--- config.mk ---
export PLATFORM = sky130hd
export DESIGN_NAME = control_unit
export DESIGN_NICKNAME = d
export VERILOG_FILES = /design/src/rtl/cu_pkg.sv /design/src/rtl/cu_out_decode.sv /design/src/rtl/control_unit.sv
export SDC_FILE = /design/constraint.sdc
export NUM_CORES = 1
export LEC_CHECK = 0
export CORE_MARGIN = 2
export CORE_UTILIZATION = 34
export CTS_CLUSTER_DIAMETER = 60
export DETAILED_ROUTE_END_ITERATION = 6
export GPL_ROUTABILITY_DRIVEN = 1
export PLACE_DENSITY = 0.86
export SYNTH_ARGS = -nofsm -noshare
export SYNTH_HDL_FRONTEND = slang
export SYNTH_SLANG_ARGS = --single-unit
--- constraint.sdc ---
create_clock -name clk -period 2.3 [get_ports clk]
set_clock_uncertainty 0.05 [all_clocks]
set_input_delay 0.69 -clock clk [delete_from_list [all_inputs] [get_ports clk]]
set_output_delay 0.69 -clock clk [all_outputs]
set_load 0.005 [all_outputs]
--- src/rtl/cu_pkg.sv ---
// Shared constants and types for the control unit: opcodes, state encodings,
// ALU / MDR source codes and the control-signal bundle.
package cu_pkg;

  localparam logic [4:0] OP_LD   = 5'd0;
  localparam logic [4:0] OP_LDI  = 5'd1;
  localparam logic [4:0] OP_ST   = 5'd2;
  localparam logic [4:0] OP_HALT = 5'd31;

  localparam logic [3:0] ALU_ADD = 4'd2;

  localparam logic [1:0] MDR_BUS = 2'b00;
  localparam logic [1:0] MDR_MEM = 2'b01;
  localparam logic [1:0] MDR_IMM = 2'b10;

  // RST must stay at zero so that present_state reads 0 while in reset
  typedef enum logic [4:0] {
    RST  = 5'd0,
    F0   = 5'd1,
    F1   = 5'd2,
    F2   = 5'd3,
    LDI3 = 5'd4,
    LDI4 = 5'd5,
    LDI5 = 5'd6,
    LD3  = 5'd7,
    LD4  = 5'd8,
    LD5  = 5'd9,
    LD6  = 5'd10,
    LD7  = 5'd11,
    ST3  = 5'd12,
    ST4  = 5'd13,
    ST5  = 5'd14,
    ST6  = 5'd15,
    ST7  = 5'd16,
    HALT = 5'd17
  } state_t;

  typedef struct packed {
    logic       pc_out;
    logic       zlow_out;
    logic       mdr_out;
    logic       mar_in;
    logic       zlow_in;
    logic       pc_in;
    logic       mdr_in;
    logic       read;
    logic       write;
    logic       ir_in;
    logic       y_in;
    logic       inc_pc;
    logic       c_out;
    logic       ba_out;
    logic       r_in;
    logic       r_out;
    logic       gra;
    logic       grb;
    logic       grc;
    logic [1:0] mdr_read;
    logic [3:0] control;
  } cu_ctrl_t;

endpackage

--- src/rtl/cu_out_decode.sv ---
// Pure state-to-control decode for the control unit (Moore outputs).
module cu_out_decode
  import cu_pkg::*;
(
  input  state_t   state,
  output cu_ctrl_t ctrl
);

  always_comb begin
    ctrl = '0;
    case (state)
      F0: begin
        ctrl.pc_out  = 1'b1;
        ctrl.mar_in  = 1'b1;
        ctrl.inc_pc  = 1'b1;
        ctrl.zlow_in = 1'b1;
      end
      F1: begin
        ctrl.zlow_out = 1'b1;
        ctrl.pc_in    = 1'b1;
        ctrl.read     = 1'b1;
        ctrl.mdr_in   = 1'b1;
        ctrl.mdr_read = MDR_MEM;
      end
      F2: begin
        ctrl.mdr_out = 1'b1;
        ctrl.ir_in   = 1'b1;
      end
      LD3, LDI3, ST3: begin
        ctrl.grb    = 1'b1;
        ctrl.ba_out = 1'b1;
        ctrl.y_in   = 1'b1;
      end
      LD4, LDI4, ST4: begin
        ctrl.c_out   = 1'b1;
        ctrl.zlow_in = 1'b1;
        ctrl.control = ALU_ADD;
      end
      LDI5: begin
        ctrl.zlow_out = 1'b1;
        ctrl.gra      = 1'b1;
        ctrl.r_in     = 1'b1;
      end
      LD5, ST5: begin
        ctrl.zlow_out = 1'b1;
        ctrl.mar_in   = 1'b1;
      end
      LD6: begin
        ctrl.read     = 1'b1;
        ctrl.mdr_in   = 1'b1;
        ctrl.mdr_read = MDR_MEM;
      end
      LD7: begin
        ctrl.mdr_out = 1'b1;
        ctrl.gra     = 1'b1;
        ctrl.r_in    = 1'b1;
      end
      ST6: begin
        ctrl.gra      = 1'b1;
        ctrl.ba_out   = 1'b1;
        ctrl.mdr_in   = 1'b1;
        ctrl.mdr_read = MDR_BUS;
      end
      ST7: ctrl.write = 1'b1;
      default: ctrl = '0;
    endcase
  end

endmodule

--- src/rtl/control_unit.sv ---
// Hardwired Moore control unit: fetch/decode plus LD, LDI and ST sequences,
// with sticky halted/illegal status flags.
module control_unit
  import cu_pkg::*;
(
  input  logic        clk,
  input  logic        reset,
  input  logic        run,
  input  logic [31:0] IR,
  output logic        PCout,
  output logic        Zlowout,
  output logic        MDRout,
  output logic        MARin,
  output logic        Zlowin,
  output logic        PCin,
  output logic        MDRin,
  output logic        read,
  output logic        write,
  output logic        IRin,
  output logic        Yin,
  output logic        IncPc,
  output logic        Cout,
  output logic        BAout,
  output logic        Rin,
  output logic        Rout,
  output logic        Gra,
  output logic        Grb,
  output logic        Grc,
  output logic [1:0]  mdr_read,
  output logic [3:0]  control,
  output logic [4:0]  present_state,
  output logic        halted,
  output logic        illegal
);

  state_t   state, state_nxt;
  logic     illegal_set;
  logic     unused_ir_bits;
  logic [4:0] opcode;
  cu_ctrl_t ctrl;

  assign opcode = IR[31:27];
  // Only the opcode field matters to sequencing; operand fields go to the datapath
  assign unused_ir_bits = ^IR[26:0];

  always_comb begin
    state_nxt   = state;
    illegal_set = 1'b0;
    case (state)
      RST:  state_nxt = run ? F0 : RST;
      F0:   state_nxt = F1;
      F1:   state_nxt = F2;
      F2: begin
        case (opcode)
          OP_LD:   state_nxt = LD3;
          OP_LDI:  state_nxt = LDI3;
          OP_ST:   state_nxt = ST3;
          OP_HALT: state_nxt = HALT;
          default: begin
            state_nxt   = F0;
            illegal_set = 1'b1;
          end
        endcase
      end
      LDI3: state_nxt = LDI4;
      LDI4: state_nxt = LDI5;
      LD3:  state_nxt = LD4;
      LD4:  state_nxt = LD5;
      LD5:  state_nxt = LD6;
      LD6:  state_nxt = LD7;
      ST3:  state_nxt = ST4;
      ST4:  state_nxt = ST5;
      ST5:  state_nxt = ST6;
      ST6:  state_nxt = ST7;
      LDI5, LD7, ST7: state_nxt = run ? F0 : RST;
      HALT: state_nxt = HALT;
      default: state_nxt = RST;
    endcase
  end

  always_ff @(posedge clk) begin
    if (!reset) begin
      state   <= RST;
      halted  <= 1'b0;
      illegal <= 1'b0;
    end else begin
      state <= state_nxt;
      if (state_nxt == HALT) halted <= 1'b1;
      if (illegal_set) illegal <= 1'b1;
    end
  end

  cu_out_decode u_out_decode (
    .state (state),
    .ctrl  (ctrl)
  );

  assign present_state = state;
  assign PCout    = ctrl.pc_out;
  assign Zlowout  = ctrl.zlow_out;
  assign MDRout   = ctrl.mdr_out;
  assign MARin    = ctrl.mar_in;
  assign Zlowin   = ctrl.zlow_in;
  assign PCin     = ctrl.pc_in;
  assign MDRin    = ctrl.mdr_in;
  assign read     = ctrl.read;
  assign write    = ctrl.write;
  assign IRin     = ctrl.ir_in;
  assign Yin      = ctrl.y_in;
  assign IncPc    = ctrl.inc_pc;
  assign Cout     = ctrl.c_out;
  assign BAout    = ctrl.ba_out;
  assign Rin      = ctrl.r_in;
  assign Rout     = ctrl.r_out;
  assign Gra      = ctrl.gra;
  assign Grb      = ctrl.grb;
  assign Grc      = ctrl.grc;
  assign mdr_read = ctrl.mdr_read;
  assign control  = ctrl.control;

endmodule

==> results of run 1 <==
-- layer usage --
layer | vias to the layer above | share of wire (%) | global-route usage (%) | wire length (um)
met1 | 446 | 42 | 20.04 | 1039
li1 | 464 | - | - | -
met5 | - | 0 | 0 | 0
met4 | 0 | 0.48 | 7.456 | 12
met2 | 34 | 53 | 40.17 | 1326
met3 | 2 | 4.3 | 2.299 | 107
-- cell usage after synthesis (all sizes together) --
| library cell | count | area, um2 |
|---|---|---|
| nor2b | 2 | 12.51 |
| clkbuf | 1 | 3.750 |
| nand2b | 5 | 31.28 |
| o21ba | 1 | 10.01 |
| buf | 15 | 102.6 |
| nor2 | 17 | 71.32 |
| or2 | 1 | 6.260 |
| and4b | 1 | 10.01 |
| a21oi | 8 | 40.04 |
| and3 | 2 | 12.51 |
| nand3b | 2 | 15.01 |
| nor3b | 1 | 7.510 |
| a2bb2oi | 1 | 8.760 |
| a221oi | 3 | 45.04 |
| o21ai | 3 | 15.01 |
| or3b | 1 | 11.26 |
| o22a | 1 | 8.760 |
| a211oi | 5 | 47.54 |
| and2b | 1 | 7.510 |
| and2 | 1 | 6.260 |
| dfxtp | 7 | 140.1 |
| o32ai | 1 | 8.760 |
| nand2 | 7 | 26.28 |
| a21o | 1 | 7.510 |
| conb | 1 | 3.750 |
| xor2 | 1 | 8.760 |
| nor4 | 2 | 27.53 |
| or3 | 2 | 17.52 |
| nor3 | 4 | 20.02 |
| a31oi | 2 | 12.51 |
| nand3 | 1 | 5.000 |
| inv | 6 | 22.52 |
-- stage by stage --
stage	setup TNS (ns)	cells	total power, mW	setup slack, ns
2_1_floorplan	0	112	0.2431	0.2706
4_1_cts	0	187	0.4710	0.008179
3_3_place_gp	0	176	0.3347	0.007610
6_report	0	187	0.4765	0.06514
3_5_place_dp	-0.1255	176	0.3432	-0.04472
5_1_grt	0	187	0.5076	0.01723
-- kinds of logic (layout without fill, tap and decap cells) --
kind of cell    Yosys count  count (layout)
compound gates           26              26
buf+inv                  22              69
simple gates             50              50
other cells               1               6
xor+xnor                  1               1
flops                     7               7
-- tightest hold or removal path, delay by kind of cell (launching register included) --
kind / cells / cell delay [ns]
flops: 1 / 0.33
compound gates: 1 / 0.04
simple gates: 1 / 0.07
-- area by class of cell --
| type | instances | area share, % |
|---|---|---|
| repair buffers | 59 | 37.88 |
| clock buffers | 4 | 1.989 |
| well taps | 28 | 2.652 |
| multi-input cells | 83 | 44.22 |
| inverters | 6 | 1.705 |
| flip-flops and latches | 7 | 11.55 |
-- sequential cells by signal (all words and copies together), names as in the netlist --
register / cells
present_state: 5
halted: 1
illegal: 1
-- power by group --
group / total, mW / internal, mW / switching (mW)
sequential: 0.138 / 0.127 / 0.0109
combinational: 0.222 / 0.121 / 0.101
clock: 0.117 / 0.0665 / 0.0501
-- timing repair --
item                       CTS  global route
hold buffers                 0             0
pin swaps                    3             1
gates cloned                 0             0
setup endpoints to repair   19             6
resized for setup           35            12
hold endpoints to repair     0             0
setup buffers                7             0
-- worst max-delay path by stage --
stage | startpoint | to | slack [ns] | cells after the start
after floorplan | present_state[0] | Zlowin | 0.27 | 5
after global placement | present_state[2] | Rin | 0.008 | 3
after detailed placement | present_state[3] | Zlowin | -0.04 | 4
after CTS | present_state[1] | mdr_read[0] | 0.008 | 4
after global routing | present_state[2] | BAout | 0.02 | 5
final | present_state[2] | Zlowout | 0.07 | 6
==> impl_metrics.csv, run 1 <==
group,metric,value,unit
routing,drtIter0Drc,13,
floorplan,top_level_ports,67,
grt,antenna_found_initial,0,
layout,syn_to_final_growth,70.87,%
synth,synth-xor-area-share,1.133,%
synth,synth_adder_area_share,0,%
floorplan,fp.dieW,51.69,um
worst_setup_path,cp_max_fo,7,
grt,gr-total-overflow,0,
grt,grt_pass1_wl,3967,um
routing,vias_per_cell,5.059,
hold_path,hp-start,"illegal",
layout,antenna_cells,0,
timing,fmax,447.5,MHz
synth,synth-simple-area-share,37.22,%
worst_setup_path,crit_top_cell,"nor2_1",
layout,fin_area,1321,um2
synth,synthMuxAreaShare,0,%
worst_setup_path,r2r-start,"present_state[2]",
layout,fin_nets,195,
worst_setup_path,criticalPathCategory,"reg -> out",
synth,yosys_warnings,0,
power,ir_drop,232.5,uV
clock_network,cts_buffers,3,
placed_design,gp_congestion,0.8013,
timing,whs,0.4328,ns
power,powerDensity,360.7,nW/um2
placed_design,dp.final_hpwl,1737,um
synth,synth_cell_types,37,
floorplan,core.rowCount,17,
worst_setup_path,crit_family,"simple AND/OR/NAND/NOR gates",
timing,drv_slew,0,
worst_setup_path,crit_arrival,1.49,ns
layout,seqCellArea,152.6,um2
timing,worst_pin_slew,0.4865,ns
synth,ys_seq_elements,7,
synth,synth_top_family_by_area,"simple AND/OR/NAND/NOR gates",
synth,netlist_instances,107,
grt,grt_pass1_vias,937,
routing,vias,946,
floorplan,die_height,51.69,um
floorplan,initial_utilization,35.29,%
worst_setup_path,slowest_delay,0.37,ns
worst_setup_path,crit_slowest_cell,"dfxtp_4",
clock_network,insertion_delay,0.26,ns
hold_path,hold_end,"illegal",
power,p_leak,0.6346,nW
routing,drt-total-wl,2486,um
timing,slew_headroom,67.23,%
hold_path,whs_path_depth,2,
synth,synth_compound_area_share,26.38,%
clock_network,clk_path_buf_depth,2,
worst_setup_path,required,1.56,ns
timing,rsz0062_at_grt,"false",
floorplan,fp.dieArea,2672,um2
clock_network,cts_tree,"done",
routing,drc,0,
timing,setup_viol,0,
layout,final_common_cell,"buf_4",
synth,syn_area_per_cell,7.227,um2
worst_setup_path,r2r_slack,0.61,ns
placed_design,port_buffers,33,
worst_setup_path,worstRegToRegCells,7,
layout,fillers,209,
layout,post-route-util,60.31,%
routing,ant_nets,0,
grt,grt_use_total,19.76,%
worst_setup_path,reg2reg_to,"halted",
routing,wl_per_cell,13.29,um
routing,drtPass1Iterations,4,
hold_path,hp-class,"reg -> reg",
worst_setup_path,crit_path_start_kind,"register",
clock_network,cts-htree-levels,1,
worst_setup_path,crit_chain,"buf_4, nand3b_1, nor2_1, a21oi_1, nor2_1, dlygate4sd2_1",
run_status,status,"finished, final reports clean",
layout,multi_input_area,584.3,um2
job,cap_violations,0,
synth,syn_area,773.2,um2
clock_network,clk_pin_slew_worst_paths,0.06,ns
floorplan,core,2191,um2
layout,drive_gt1_share,35.22,%
clock_network,cts_sinks,7,
worst_setup_path,endpoint_kind,"primary output",
synth,ys_seq_area_share,18.12,%
timing,final.period_utilization,97.17,%
layout,mostFrequentLayoutCells,"buf_4, nor2_1, clkdlybuf4s50_1, dlygate4sd2_1, a21oi_1",
worst_setup_path,path_buf_inv,2,
placed_design,dpl-instance-area,1194,um2
timing,hold_viol,0,
clock_network,clockRootBuffer,"clkbuf_4",
grt,grt_max_degree,15,
timing,period_minus_slack,2.235,ns
(Power assumes the default switching activity.)
==> run 2, diff against run 1 <==
Settings changed: SKIP_CTS_REPAIR_TIMING from default to 1.
==> run 2 against run 1 <==
  * The flow now finishes with violations (negative setup slack)
  * Clock power about the same
  * Setup slack worse by 0.24 ns
  * Combinational power about the same
  * Maximum frequency down 9.5%
  * Design area up 3.6%
  * First-iteration DRC count up 54%
  * Sequential cell count unchanged
  * Critical path depth down 2
  * Largest cell class unchanged
==> impl_metrics.csv, run 2 (synthesis gave the netlist of run 1 again) <==
group,metric,value,unit
run_status,status,"finished with violations",
run_status,violations,"negative setup slack",
clock_network,clk_path_buf_depth,2,
layout,seqCellArea,152.6,um2
power,powerDensity,350.5,nW/um2
floorplan,core.rowCount,17,
grt,grt_max_degree,15,
routing,drtPass1Iterations,4,
layout,post-route-util,62.48,%
worst_setup_path,endpoint_kind,"primary output",
hold_path,whs_path_depth,2,
worst_setup_path,reg2reg_to,"halted",
timing,hold_viol,0,
floorplan,fp.dieArea,2672,um2
clock_network,clk_pin_slew_worst_paths,0.06,ns
layout,antenna_cells,0,
routing,drtIter0Drc,20,
worst_setup_path,crit_slowest_cell,"clkdlybuf4s50_1",
placed_design,dp.final_hpwl,1737,um
placed_design,gp_congestion,0.8013,
worst_setup_path,worstRegToRegCells,6,
grt,grt_pass1_vias,850,
clock_network,cts_sinks,7,
timing,setup_viol,1,
hold_path,hp-start,"illegal",
grt,antenna_found_initial,0,
clock_network,insertion_delay,0.26,ns
routing,drc,0,
power,pwr-share-clk,24.1,%
grt,gr-total-overflow,0,
hold_path,hp-class,"reg -> reg",
layout,final_common_cell,"buf_4",
hold_path,hold_end,"illegal",
floorplan,core,2191,um2
worst_setup_path,crit_path_start_kind,"register",
grt,grt_pass1_wl,3443,um
routing,wl_per_cell,13.01,um
power,p_sw_share,32.72,%
worst_setup_path,required,1.56,ns
power,internal_power,0.3227,mW
floorplan,die_height,51.69,um
layout,multi_input_area,584.3,um2
job,cap_violations,0,
clock_network,cts-htree-levels,1,
layout,syn_to_final_growth,77.02,%
worst_setup_path,r2r_slack,0.67,ns
power,p_sw,0.1570,mW
clock_network,clockRootBuffer,"clkbuf_4",
timing,drv_slew,0,
layout,drive_gt1_share,33.33,%
layout,largest_reg_flops,5,
worst_setup_path,crit_arrival,1.73,ns
power,pwr-share-seq,29.0,%
clock_network,cts_buffers,3,
power,p_leak,0.8387,nW
worst_setup_path,slowest_delay,0.53,ns
timing,fmax,404.9,MHz
placed_design,dp_cells,176,
timing,whs,0.4321,ns
timing,layout_setup_ws,-0.1699,ns
routing,vias_per_cell,5.065,
routing,drt-total-wl,2393,um
layout,mostFrequentLayoutCells,"buf_4, dlymetal6s2s_1, clkdlybuf4s50_1, nor2_1, a21oi_1",
timing,rsz0062_at_grt,"true",
routing,ant_nets,0,
power,comb_power_share,47.0,%
floorplan,fp.dieW,51.69,um
floorplan,initial_utilization,35.29,%
grt,grt_use_total,16.90,%
worst_setup_path,cp_max_fo,7,
timing,period_minus_slack,2.470,ns
layout,fin_nets,192,
placed_design,port_buffers,33,
layout,final_cells,184,
timing,final.period_utilization,107.4,%
power,ir_drop,232.3,uV
routing,vias,932,
worst_setup_path,crit_chain,"buf_4, nand3b_1, a21oi_2, clkdlybuf4s50_1",
floorplan,top_level_ports,67,
worst_setup_path,criticalPathCategory,"reg -> out",
layout,fillers,193,
clock_network,cts_tree,"done",
worst_setup_path,r2r-start,"present_state[2]",
## run 2: cell types whose count changed in the layout (fill, tap and decap cells not counted), sizes merged
cell / delta
dlymetal6s2s: +16
dlygate4sd2: -13
buf: -3
clkbuf: -3
clkdlybuf4s15: -1
clkdlybuf4s50: +1
## run 2: through the flow
step	area (um2)	setup slack [ns]	power, mW	setup TNS (ns)
after floorplan	792.0	0.2706	0.2431	0
after global placement	1194	0.007610	0.3347	0
after detailed placement	1194	-0.04472	0.3432	-0.1255
after CTS	1220	-0.3223	0.4557	-4.444
after global routing	1369	-0.2546	0.5140	-0.2546
final	1369	-0.1699	0.4797	-0.1699
## run 2: final cells by class
| cell class | instances | area share (%) |
|---|---|---|
| multi-input combinational | 83 | 42.69 |
| timing repair buffer | 56 | 40.04 |
| tap | 28 | 2.559 |
| sequential | 7 | 11.15 |
| clock buffer | 4 | 1.920 |
| inverter | 6 | 1.645 |
## run 2: how the worst max path moves through the flow
stage | startpoint | end | slack, ns | depth (start not counted)
after floorplan | present_state[0] | Zlowin | 0.27 | 5
after global placement | present_state[2] | Rin | 0.008 | 3
after detailed placement | present_state[3] | Zlowin | -0.04 | 4
after CTS | present_state[3] | Zlowin | -0.32 | 4
after global routing | present_state[2] | Rin | -0.25 | 4
final | present_state[2] | Rin | -0.17 | 4
## run 2: metal layers
metal | vias up | share of wire [%] | GRT usage (%) | routed length [um]
li1 | 457 | - | - | -
met1 | 427 | 41 | 17.86 | 973
met2 | 43 | 52 | 33.55 | 1253
met3 | 5 | 5.6 | 1.724 | 133
met4 | 0 | 1.4 | 6.579 | 34
met5 | - | 0 | 0 | 0
## run 2: power groups by stage
stage	logic (mW)	registers [mW]	clock network, mW
2_1_floorplan	0.107	0.136	0
4_1_cts	0.203	0.139	0.114
5_1_grt	0.246	0.140	0.128
3_3_place_gp	0.194	0.141	0
6_report	0.225	0.139	0.115
3_5_place_dp	0.202	0.141	0
## run 2: critical path, delay by kind of cell, from the launching register on
family	cells	cell delay, ns
buf+inv	2	0.68
simple gates	1	0.23
flops	1	0.36
compound gates	1	0.20
==> run 3, diff against run 2 <==
Settings changed: PLACE_DENSITY 0.86 to default, PLACE_DENSITY_LB_ADDON from default to 0.2.
==> run 3 against run 2 <==
  * The run still ends with negative setup slack left
  * Sequential power grew 5%
  * Sequential share of layout area is essentially flat
  * Clock-buffer cell count shrank 1
  * Global-route usage shrank 0.21 points
  * Setup slack lost 0.023 ns
  * Critical endpoint is now MARin
  * Core utilization grew 0.91 points
==> impl_metrics.csv, run 3 (synthesis gave the netlist of run 1 again) <==
group,metric,value,unit
placed_design,dpl-instance-area,1239,um2
placed_design,place_ws,-0.05606,ns
run_status,status,"finished with violations",
worst_setup_path,criticalPathCategory,"reg -> out",
layout,final_cells,189,
layout,final_common_cell,"buf_4",
floorplan,initial_utilization,35.29,%
routing,wl_per_cell,12.01,um
routing,drc,0,
worst_setup_path,r2r_slack,0.64,ns
job,cap_violations,0,
power,p_leak,0.7889,nW
worst_setup_path,endpoint_kind,"primary output",
floorplan,fp.dieW,51.69,um
routing,wl_met3,76,um
routing,met1_length,1002,um
timing,setup_viol,3,
clock_network,cts_buffers,3,
clock_network,cts_sinks,7,
worst_setup_path,path_buf_inv,2,
clock_network,cts_tree,"done",
grt,grt_max_degree,13,
routing,drtPass1Iterations,4,
grt,antenna_found_initial,0,
routing,vias,912,
worst_setup_path,crit_path_start_kind,"register",
timing,worst_pin_slew,0.5082,ns
timing,fmax,401.1,MHz
worst_setup_path,crit_arrival,1.75,ns
placed_design,gp_congestion,0.8067,
layout,antenna_cells,0,
routing,ant_nets,0,
clock_network,clockRootBuffer,"clkbuf_4",
clock_network,clk_path_buf_depth,2,
grt,grt_pass1_wl,3415,um
worst_setup_path,worstRegToRegCells,7,
floorplan,top_level_ports,67,
layout,mostFrequentLayoutCells,"buf_4, clkdlybuf4s50_1, nor2_1, dlymetal6s2s_1",
placed_design,port_buffers,33,
power,powerDensity,325.9,nW/um2
worst_setup_path,r2r-start,"present_state[2]",
layout,fin_nets,197,
grt,grt_use_total,16.69,%
timing,drv_slew,0,
hold_path,hold_end,"illegal",
placed_design,dp_cells,182,
floorplan,die_height,51.69,um
worst_setup_path,reg2reg_to,"halted",
worst_setup_path,slowest_delay,0.51,ns
layout,fin_area,1389,um2
clock_network,clk_pin_slew_worst_paths,0.05,ns
power,ir_drop,385.2,uV
clock_network,cts-htree-levels,1,
timing,layout_setup_ws,-0.1930,ns
timing,period_minus_slack,2.493,ns
routing,topRoutingLayerUsed,"met4",
layout,largest_reg_flops,5,
run_status,violations,"negative setup slack",
timing,slew_headroom,65.76,%
layout,drive_gt1_share,34.16,%
routing,met2_length,1182,um
clock_network,insertion_delay,0.24,ns
hold_path,hp-class,"reg -> reg",
layout,syn_to_final_growth,79.61,%
grt,gr-total-overflow,0,
worst_setup_path,crit_family,"buffers and inverters",
placed_design,dp.final_hpwl,1778,um
floorplan,core,2191,um2
timing,hold_viol,0,
hold_path,whs_path_depth,2,
floorplan,core.rowCount,17,
worst_setup_path,required,1.56,ns
routing,drt-total-wl,2270,um
worst_setup_path,crit_slowest_cell,"clkdlybuf4s50_1",
floorplan,fp.dieArea,2672,um2
hold_path,hp-start,"illegal",
routing,drtIter0Drc,12,
timing,rsz0062_at_grt,"true",
timing,final.period_utilization,108.4,%
grt,grt_pass1_vias,832,
worst_setup_path,crit_chain,"buf_4, nand2b_1, o22a_1, nor2_1, clkdlybuf4s50_1",
routing,vias_per_cell,4.825,
worst_setup_path,cp_max_fo,12,
-- run 3: tightest hold or removal path, cell delays in order (launching register included) --
cell and delay, ns:
dfxtp_1 0.33, a31oi_1 0.05, nor2_1 0.07
-- run 3: layout make-up --
cell class	count	area, um2
clock buffer	3	22.52
clock inverter	1	5.005
fill	192	802.0
inverter	6	22.52
multi-input combinational	83	569.3
sequential	7	155.1
tap	28	35.03
timing repair buffer	61	579.3
-- run 3: worst max-delay path by stage --
stage                          start      to  slack (ns)  cells after the start
global placement    present_state[1]  Zlowin       -0.05                      5
CTS                 present_state[1]  Zlowin       -0.33                      5
global route        present_state[0]   MARin       -0.25                      5
detailed placement  present_state[1]  Zlowin       -0.06                      5
floorplan           present_state[0]  Zlowin        0.27                      5
finish              present_state[0]   MARin       -0.19                      5
-- run 3: power breakdown --
part	internal, mW	total (mW)	leakage (nW)	switching (mW)
registers	0.127	0.146	0.0597	0.0191
logic	0.120	0.202	0.711	0.0818
clock network	0.0632	0.105	0.0177	0.0420
total	0.310	0.453	0.789	0.143
-- run 3: routing by layer --
layer / track usage, % / vias to the layer above
met2: 31.62 / 23
met3: 1.149 / 2
li1: - / 467
met5: 0 / -
met4: 7.018 / 0
met1: 19.01 / 420
-- run 3: per-stage QoR --
stage	utilization, %	hold WS [ns]	total power, mW	setup TNS, ns
6_report	63.39	0.4251	0.4526	-0.3674
4_1_cts	57.80	0.4260	0.4505	-4.976
3_5_place_dp	56.54	0.4100	0.3421	-0.1654
5_1_grt	63.39	0.4441	0.4811	-0.6967
3_3_place_gp	56.54	0.4098	0.3379	-0.07757
2_1_floorplan	-	0.4105	0.2431	0
